$ cat src/rtl/quad_encoder_gen.sv
//------------------------------------------------------------------------------
// Module   : quad_encoder_gen
// Brief    : Quadrature A/B and pushbutton stimulus generator (encoder TX side).
// Revision : 1.0 - initial release
//------------------------------------------------------------------------------
`timescale 1ns/1ps
`default_nettype none

module quad_encoder_gen #(
  parameter int STEP_DIV     = 4,
  parameter int SHORT_CYCLES = 8,
  parameter int LONG_CYCLES  = 32,
  parameter int GAP_CYCLES   = 8,
  parameter int TIMER_W      = 16
) (
  input  logic       clk,
  input  logic       rst,
  input  logic       cmd_valid,
  output logic       cmd_ready,
  input  logic       cmd_dir,
  input  logic [3:0] cmd_steps,
  input  logic [1:0] cmd_pb,
  output logic       a,
  output logic       b,
  output logic       pb,
  output logic       busy,
  output logic [3:0] steps_left,
  output logic       done
);

  typedef enum logic [2:0] {
    S_IDLE   = 3'd0,
    S_ROTATE = 3'd1,
    S_PRESS  = 3'd2,
    S_GAP    = 3'd3,
    S_DONE   = 3'd4
  } state_t;

  localparam logic [1:0] c_PB_NONE   = 2'b00;
  localparam logic [1:0] c_PB_LONG   = 2'b10;
  localparam logic [1:0] c_PB_DOUBLE = 2'b11;

  localparam logic [TIMER_W-1:0] c_STEP_LAST  = TIMER_W'(STEP_DIV - 1);
  localparam logic [TIMER_W-1:0] c_SHORT_LAST = TIMER_W'(SHORT_CYCLES - 1);
  localparam logic [TIMER_W-1:0] c_LONG_LAST  = TIMER_W'(LONG_CYCLES - 1);
  localparam logic [TIMER_W-1:0] c_GAP_LAST   = TIMER_W'(GAP_CYCLES - 1);

  state_t             r_state;
  logic [TIMER_W-1:0] r_timer;
  logic [1:0]         r_phase;
  logic               r_dir;
  logic [1:0]         r_pb_mode;
  logic               r_second;
  logic               r_a;
  logic               r_b;
  logic               r_pb;
  logic               r_done;
  logic [3:0]         r_steps_left;

  logic [TIMER_W-1:0] w_press_last;
  logic [1:0]         w_next_ab;

  // Gray-coded detent cycle; index 3 is always the 00 rest state.
  function automatic logic [1:0] phase_ab(input logic dir, input logic [1:0] phase);
    logic [1:0] ab;
    ab = 2'b00;
    case (phase)
      2'd0:    ab = dir ? 2'b01 : 2'b10;
      2'd1:    ab = 2'b11;
      2'd2:    ab = dir ? 2'b10 : 2'b01;
      default: ab = 2'b00;
    endcase
    return ab;
  endfunction

  assign w_press_last = ((r_pb_mode == c_PB_LONG) && !r_second) ? c_LONG_LAST : c_SHORT_LAST;
  assign w_next_ab    = phase_ab(r_dir, r_phase + 2'd1);

  always_ff @(posedge clk) begin
    if (rst) begin
      r_state      <= S_IDLE;
      r_timer      <= '0;
      r_phase      <= 2'd0;
      r_dir        <= 1'b0;
      r_pb_mode    <= c_PB_NONE;
      r_second     <= 1'b0;
      r_a          <= 1'b0;
      r_b          <= 1'b0;
      r_pb         <= 1'b0;
      r_done       <= 1'b0;
      r_steps_left <= 4'd0;
    end else begin
      r_done <= 1'b0;
      case (r_state)
        S_IDLE: begin
          if (cmd_valid) begin
            r_dir        <= cmd_dir;
            r_pb_mode    <= cmd_pb;
            r_second     <= 1'b0;
            r_timer      <= '0;
            r_phase      <= 2'd0;
            r_steps_left <= cmd_steps;
            if (cmd_steps != 4'd0) begin
              r_state      <= S_ROTATE;
              {r_a, r_b}   <= phase_ab(cmd_dir, 2'd0);
            end else if (cmd_pb != c_PB_NONE) begin
              r_state <= S_PRESS;
              r_pb    <= 1'b1;
            end else begin
              r_state <= S_DONE;
              r_done  <= 1'b1;
            end
          end
        end

        S_ROTATE: begin
          if (r_timer == c_STEP_LAST) begin
            r_timer <= '0;
            r_phase <= r_phase + 2'd1;
            if (r_phase == 2'd3) begin
              if (r_steps_left != 4'd0) begin
                r_steps_left <= r_steps_left - 4'd1;
              end
              // Last detent: a/b already rest at 00, move on to the press or finish.
              if (r_steps_left <= 4'd1) begin
                if (r_pb_mode != c_PB_NONE) begin
                  r_state <= S_PRESS;
                  r_pb    <= 1'b1;
                end else begin
                  r_state <= S_DONE;
                  r_done  <= 1'b1;
                end
              end else begin
                {r_a, r_b} <= w_next_ab;
              end
            end else begin
              {r_a, r_b} <= w_next_ab;
            end
          end else begin
            r_timer <= r_timer + 1'b1;
          end
        end

        S_PRESS: begin
          if (r_timer == w_press_last) begin
            r_timer <= '0;
            r_pb    <= 1'b0;
            r_state <= S_GAP;
          end else begin
            r_timer <= r_timer + 1'b1;
          end
        end

        S_GAP: begin
          if (r_timer == c_GAP_LAST) begin
            r_timer <= '0;
            if ((r_pb_mode == c_PB_DOUBLE) && !r_second) begin
              r_second <= 1'b1;
              r_pb     <= 1'b1;
              r_state  <= S_PRESS;
            end else begin
              r_state <= S_DONE;
              r_done  <= 1'b1;
            end
          end else begin
            r_timer <= r_timer + 1'b1;
          end
        end

        S_DONE: begin
          r_state <= S_IDLE;
        end

        default: begin
          r_state <= S_IDLE;
        end
      endcase
    end
  end

  assign cmd_ready  = (r_state == S_IDLE);
  assign busy       = (r_state != S_IDLE);
  assign a          = r_a;
  assign b          = r_b;
  assign pb         = r_pb;
  assign done       = r_done;
  assign steps_left = r_steps_left;

endmodule

`default_nettype wire

$ cat config.mk
export PLATFORM = sky130hd
export DESIGN_NAME = quad_encoder_gen
export DESIGN_NICKNAME = d
export VERILOG_FILES = /design/src/rtl/quad_encoder_gen.sv
export SDC_FILE = /design/constraint.sdc
export NUM_CORES = 1
export LEC_CHECK = 0
export CORE_MARGIN = 2
export CORE_UTILIZATION = 50
export DETAILED_ROUTE_END_ITERATION = 10
export GPL_TIMING_DRIVEN = 0
export PLACE_DENSITY = 0.71
export REMOVE_ABC_BUFFERS = 1
export SLEW_MARGIN = 20
export SYNTH_ARGS = -nofsm -noshare
export SYNTH_HDL_FRONTEND = slang
export SYNTH_SLANG_ARGS = --single-unit
$ cat constraint.sdc
create_clock -name clk -period 5 [get_ports clk]
set_input_delay 0.5 -clock clk [delete_from_list [all_inputs] [get_ports clk]]
set_output_delay 0.5 -clock clk [all_outputs]
set_load 0.1 [all_outputs]
* Word level (Yosys, flattened, before mapping)
Cells that the tools add are included.
** Storage, ports and cells
- Memories :: 0
- Bits in writable memories :: 0
- Input port bits :: 10
- Logic and storage cells :: 124
- Flip-flop bits (word level) :: 33
- Output and inout bits :: 10
- Bits in latches :: 0
- Memory bits (read-only) :: 0
** Cells by class
- Add/sub/neg operators :: 3
- Muxes and demuxes :: 64
- Magnitude comparators :: 1
- Divide/modulo/power cells :: 0
- $mul :: 0
- Reductions and logical operators :: 21
- Shift operators :: 0
- Bitwise gates (word level) :: 0
- Equality and inequality tests :: 24
** Operators with widths (count)
- 16-bit two-way mux :: 4
- 16-bit case mux with 4 select lines :: 1
- 1-bit two-way mux :: 30
- 3-bit two-way mux :: 10
- 2-bit != test, second input constant :: 10
- 16-bit by 1-bit adder with 16-bit output, second input constant :: 1
- 16-bit by 2-bit == test with 1-bit output, second input constant :: 1
- 16-bit by 3-bit == test with 1-bit output, second input constant :: 1
- 16-bit by 5-bit == test with 1-bit output :: 1
- 4-bit two-way mux :: 4
- 3-bit case mux with 4 select lines :: 1
- 4-bit nonzero test :: 3
- 11-bit AND reduction :: 1
- 2-bit two-way mux :: 5
- 5-bit AND reduction :: 2
- 2-bit == test, second input constant :: 4
- 4-bit case mux with 2 select lines :: 1
- 2-bit nonzero test :: 4
- 3-bit by 2-bit == test with 1-bit output, second input constant :: 2
- 1-bit case mux with 2 select lines :: 3
- 2-bit case mux with 3 select lines :: 1
- 6-bit AND reduction :: 1
- 5-bit two-way mux :: 1
- 4-bit by 1-bit <= comparator with 1-bit output, second input constant :: 1
- 17 further kinds :: 20

* Depth between registers and ports, before layout
- Word-level depth :: 7
- Depth in mapped cells :: 8
- Gate-level depth less buffers :: 7

* Least setup slack after synthesis
OpenSTA, ideal clock, no wires.
- Path kind :: reg-to-output
- From :: reg r_state[1]
- To :: out busy
- Required time :: 4500 ps
- Path buffers :: 2
- Arrival :: 3188 ps
- Cell stages (with the launch flop) :: 6
- Slack :: 1312 ps
- Path through :: dfxtp_1 clkbuf_1 or2_2 clkbuf_1 nor2_1 inv_1
** Between the ends
- Longest elaborated chain between the ends :: 1
** RTL lines
- start, declared :: line 48 : state_t r_state;
- start signal, assigned :: line 81 : r_state <= S_IDLE;
- start signal, assigned :: line 104 : r_state <= S_ROTATE;
- start signal, assigned :: line 107 : r_state <= S_PRESS;
- 3-bit nonzero test :: line 182 : assign busy = (r_state != S_IDLE);
- end, declared :: line 26 : output logic busy,
Every way passes these cells.

* Worst setup path after layout
- From :: reg r_state[1]
- To :: out cmd_ready
** Between the ends
- Longest elaborated chain between the ends :: 1
** RTL lines
- 3-bit logical NOT :: line 181 : assign cmd_ready = (r_state == S_IDLE);
- end, declared :: line 19 : output logic cmd_ready,
Every way passes these cells.

==> impl_metrics.yaml <==
timing:
  final-max-slew-violation-count: 0
  max_slew.worst_pin.slew_ns: 1.029
  final_hold_viol_count: 0
  slew_headroom_pct: 31.14
  period_needed_ns: 2.967
  rsz0062_at_grt: "false"
  fin_crit_sh_pct: 59.34
  skew_ns: 0.005889
  fmax_mhz: 337.1
  setup_ws_ns: 2.033
  setup_violations: 0
  tns_ns: 0
pwr:
  cellLeakagePower_uw: 0.0008910
  p_sw_share_pct: 52.65
  seq_power_share_pct: 28.2
  power_frac_comb_pct: 56.8
  powerDensity_mw_per_mm2: 550.3
  p_switching_uw: 686.3
  peakVddDrop_mv: 0.3598
  p_int_uw: 617.2
  pwr-share-clk_pct: 15.0
route:
  wl_met3_microns: 149
  viasPerCell: 6.042
  drc_errors: 0
  wirelength_microns: 4945
  drt-met1-wl_microns: 2535
  dr.max_layer_used: "met4"
  wire_per_inst_microns: 14.81
  dr_wl_met2_microns: 2196
  first_pass_iters: 4
  vias: 2018
  drt_iter0_markers: 170
  ant_nets: 0
yosys:
  synthCells: 273
  syn_area_sq_mm: 0.002096
  avgSynthCellArea_sq_um: 7.677
  ys_seq_area_share_pct: 31.52
  synth_cell_type_count: 46
  synth_seq_cells: 33
  synth-edff-count: 0
  async_flop_share_pct: 0
  synthFlopType: "dfxtp_1"
  synth_warnings: 0
floorplan:
  start_util_pct: 52.02
  io_pins: 20
  die_h_microns: 68.74
  coreArea_sq_mm: 0.004029
  rows: 23
  dieArea_sq_mm: 0.004725
  die_w_microns: 68.74
clock_tree:
  htree_levels: 2
  insertion_delay_ns: 0.29
  cts.sinks: 33
  path_clk_slew_ns: 0.07
  clockRootBuffer: "clkbuf_8"
  cts_buffers: 5
  cts_resized: 0
  cts_setup_buffers: 0
  clk_path_buf_depth: 2
  cts_tree: "yes"
  cts_hold_buf: 0
min_path:
  hold_class: "flip-flop to flip-flop"
  hp-start: "a"
  hold_end: "a"
  hold-path-cell-count: 2
grt:
  grt_pass1_wl_microns: 7997
  grt_overflow: 0
  grt_max_degree: 24
  grt_usage_pct: 22.87
  grt_pass1_vias: 1673
  antenna_found_initial: 0
critical_path:
  worstPathMaxFanout: 11
  rr_endpoint: "r_phase[1]"
  worstSetupPathType: "flip-flop to primary output"
  crit_arrival_ns: 2.47
  worst_setup_path_start_kind: "flip-flop"
  r2r-start: "r_timer[0]"
  rr_worst_depth: 6
  end_kind: "primary output"
  required_ns: 4.50
  r2r_slack_ns: 2.38
placement:
  port-buffer-count: 19
  gp_congestion: 0.7798
  pre_cts_slack_ns: 2.111
  hpwl_microns: 3336
finish:
  num_antenna_cells: 0
  area_delta_synth_final_pct: 13.01
  drive_above_1_share_pct: 5.282
  num-nets-final: 302
run_status:
  status: "complete, no violations"
job:
  drv_cap: 0
[synthesized netlist by cell type, drive strengths merged (2+ instances only)]
cell / number / share of area [%]
mux2i: 4 / 1.9
and3: 3 / 0.90
a2bb2oi: 2 / 0.84
nand4: 5 / 1.5
or2: 3 / 0.90
a21oi: 14 / 3.3
and2: 6 / 1.8
or4: 7 / 3.0
o211ai: 6 / 2.1
nand3: 6 / 1.4
a221oi: 3 / 1.3
inv: 13 / 2.3
dfxtp: 33 / 32
o31a: 2 / 0.84
o21a: 3 / 1.1
nor3b: 2 / 0.72
o21ai: 16 / 3.8
clkbuf: 16 / 2.9
nor4b: 3 / 1.3
nand2: 32 / 5.7
o221ai: 9 / 3.8
o31ai: 3 / 1.1
nor2b: 4 / 1.2
o21bai: 2 / 0.72
a211oi: 7 / 2.5
a31oi: 3 / 0.90
or3b: 2 / 0.84
nor3: 8 / 1.9
a32o: 2 / 0.96
nor4: 4 / 1.2
nor2: 25 / 4.5
or3: 4 / 1.2
nand2b: 2 / 0.60
ha: 9 / 5.4
[layout make-up]
cell class / instances / area [sq um]
Tap cell: 50 / 62.56
Inverter: 14 / 52.55
Multi-Input combinational cell: 210 / 1323
Clock buffer: 8 / 80.08
Timing Repair Buffer: 19 / 190.2
Sequential cell: 33 / 660.6
Fill cell: 394 / 1660
[layout by cell type (no fill, tap or decap), types with 5 or more instances in the layout]
| cell | Yosys | final |
|---|---|---|
| nor3_1 | 8 | 8 |
| ha_1 | 9 | 9 |
| nand2_1 | 32 | 32 |
| o221ai_1 | 9 | 9 |
| o21ai_0 | 15 | 15 |
| and2_1 | 6 | 6 |
| clkdlybuf4s50_1 | 0 | 19 |
| nor2_1 | 25 | 25 |
| o211ai_1 | 6 | 6 |
| dfxtp_1 | 33 | 33 |
| a211oi_1 | 7 | 7 |
| clkbuf_8 | 0 | 5 |
| nand3_1 | 6 | 6 |
| nand4_1 | 5 | 5 |
| a21oi_1 | 14 | 14 |
| inv_1 | 13 | 13 |
[worst max path at each step]
| stage | startpoint | cells after the start | end | slack (ns) |
|---|---|---|---|---|
| global placement | rst | 4 | r_timer[7] | 2.13 |
| detailed placement | rst | 4 | r_timer[7] | 2.11 |
| CTS | r_state[1] | 3 | cmd_ready | 2.04 |
| floorplan | r_state[1] | 3 | busy | 1.51 |
| global route | r_state[1] | 3 | cmd_ready | 1.94 |
| finish | r_state[1] | 3 | cmd_ready | 2.03 |
[kinds of logic (layout without fill, tap and decap cells)]
family	after synthesis	after routing	share of synthesized area, %
XOR/XNOR	1	1	0.4180
adder cells (fa/ha/maj)	9	9	5.373
AND/OR/NAND/NOR	117	117	29.13
buffers and inverters	30	41	5.373
AO/OA/AOI/OAI	79	79	26.27
multiplexers	4	4	1.911
flip-flops	33	33	31.52
[critical path: stages (launching register included)]
cell	delay, ns
dfxtp_1	0.40
or2_2	0.42
nor2_1	0.19
clkdlybuf4s50_1	1.17
[state kept, by name, summed over array words and instances (netlist names)]
name / count
pb: 1
a: 1
r_timer: 16
done: 1
steps_left: 4
b: 1
r_pb_mode: 2
r_dir: 1
r_second: 1
r_state: 3
r_phase: 2
[through the flow]
stage | total power, uW | hold WS (ns) | instances | area [sq um] | utilization [%]
after CTS | 1302 | 0.4777 | 334 | 2369 | 58.79
after global routing | 1389 | 0.4965 | 334 | 2369 | 58.79
after detailed placement | 1103 | 0.4669 | 326 | 2288 | 56.80
after floorplan | 932.4 | 0.4570 | 257 | 2036 | -
final | 1303 | 0.4797 | 334 | 2369 | 58.79
after global placement | 1099 | 0.4626 | 326 | 2288 | 56.80
[power groups by stage]
stage | clock network [uW] | logic [uW] | registers [uW]
floorplan | 0 | 418 | 514
detailed placement | 0 | 731 | 372
global route | 216 | 797 | 376
finish | 195 | 740 | 368
global placement | 0 | 727 | 371
CTS | 200 | 736 | 367
[routing by layer]
metal | GRT usage (%) | vias up
met2 | 33.77 | 32
met5 | 0 | -
met3 | 5.357 | 6
met1 | 33.07 | 949
met4 | 6.618 | 0
li1 | - | 1031
Power figures use the tool's default switching activity.
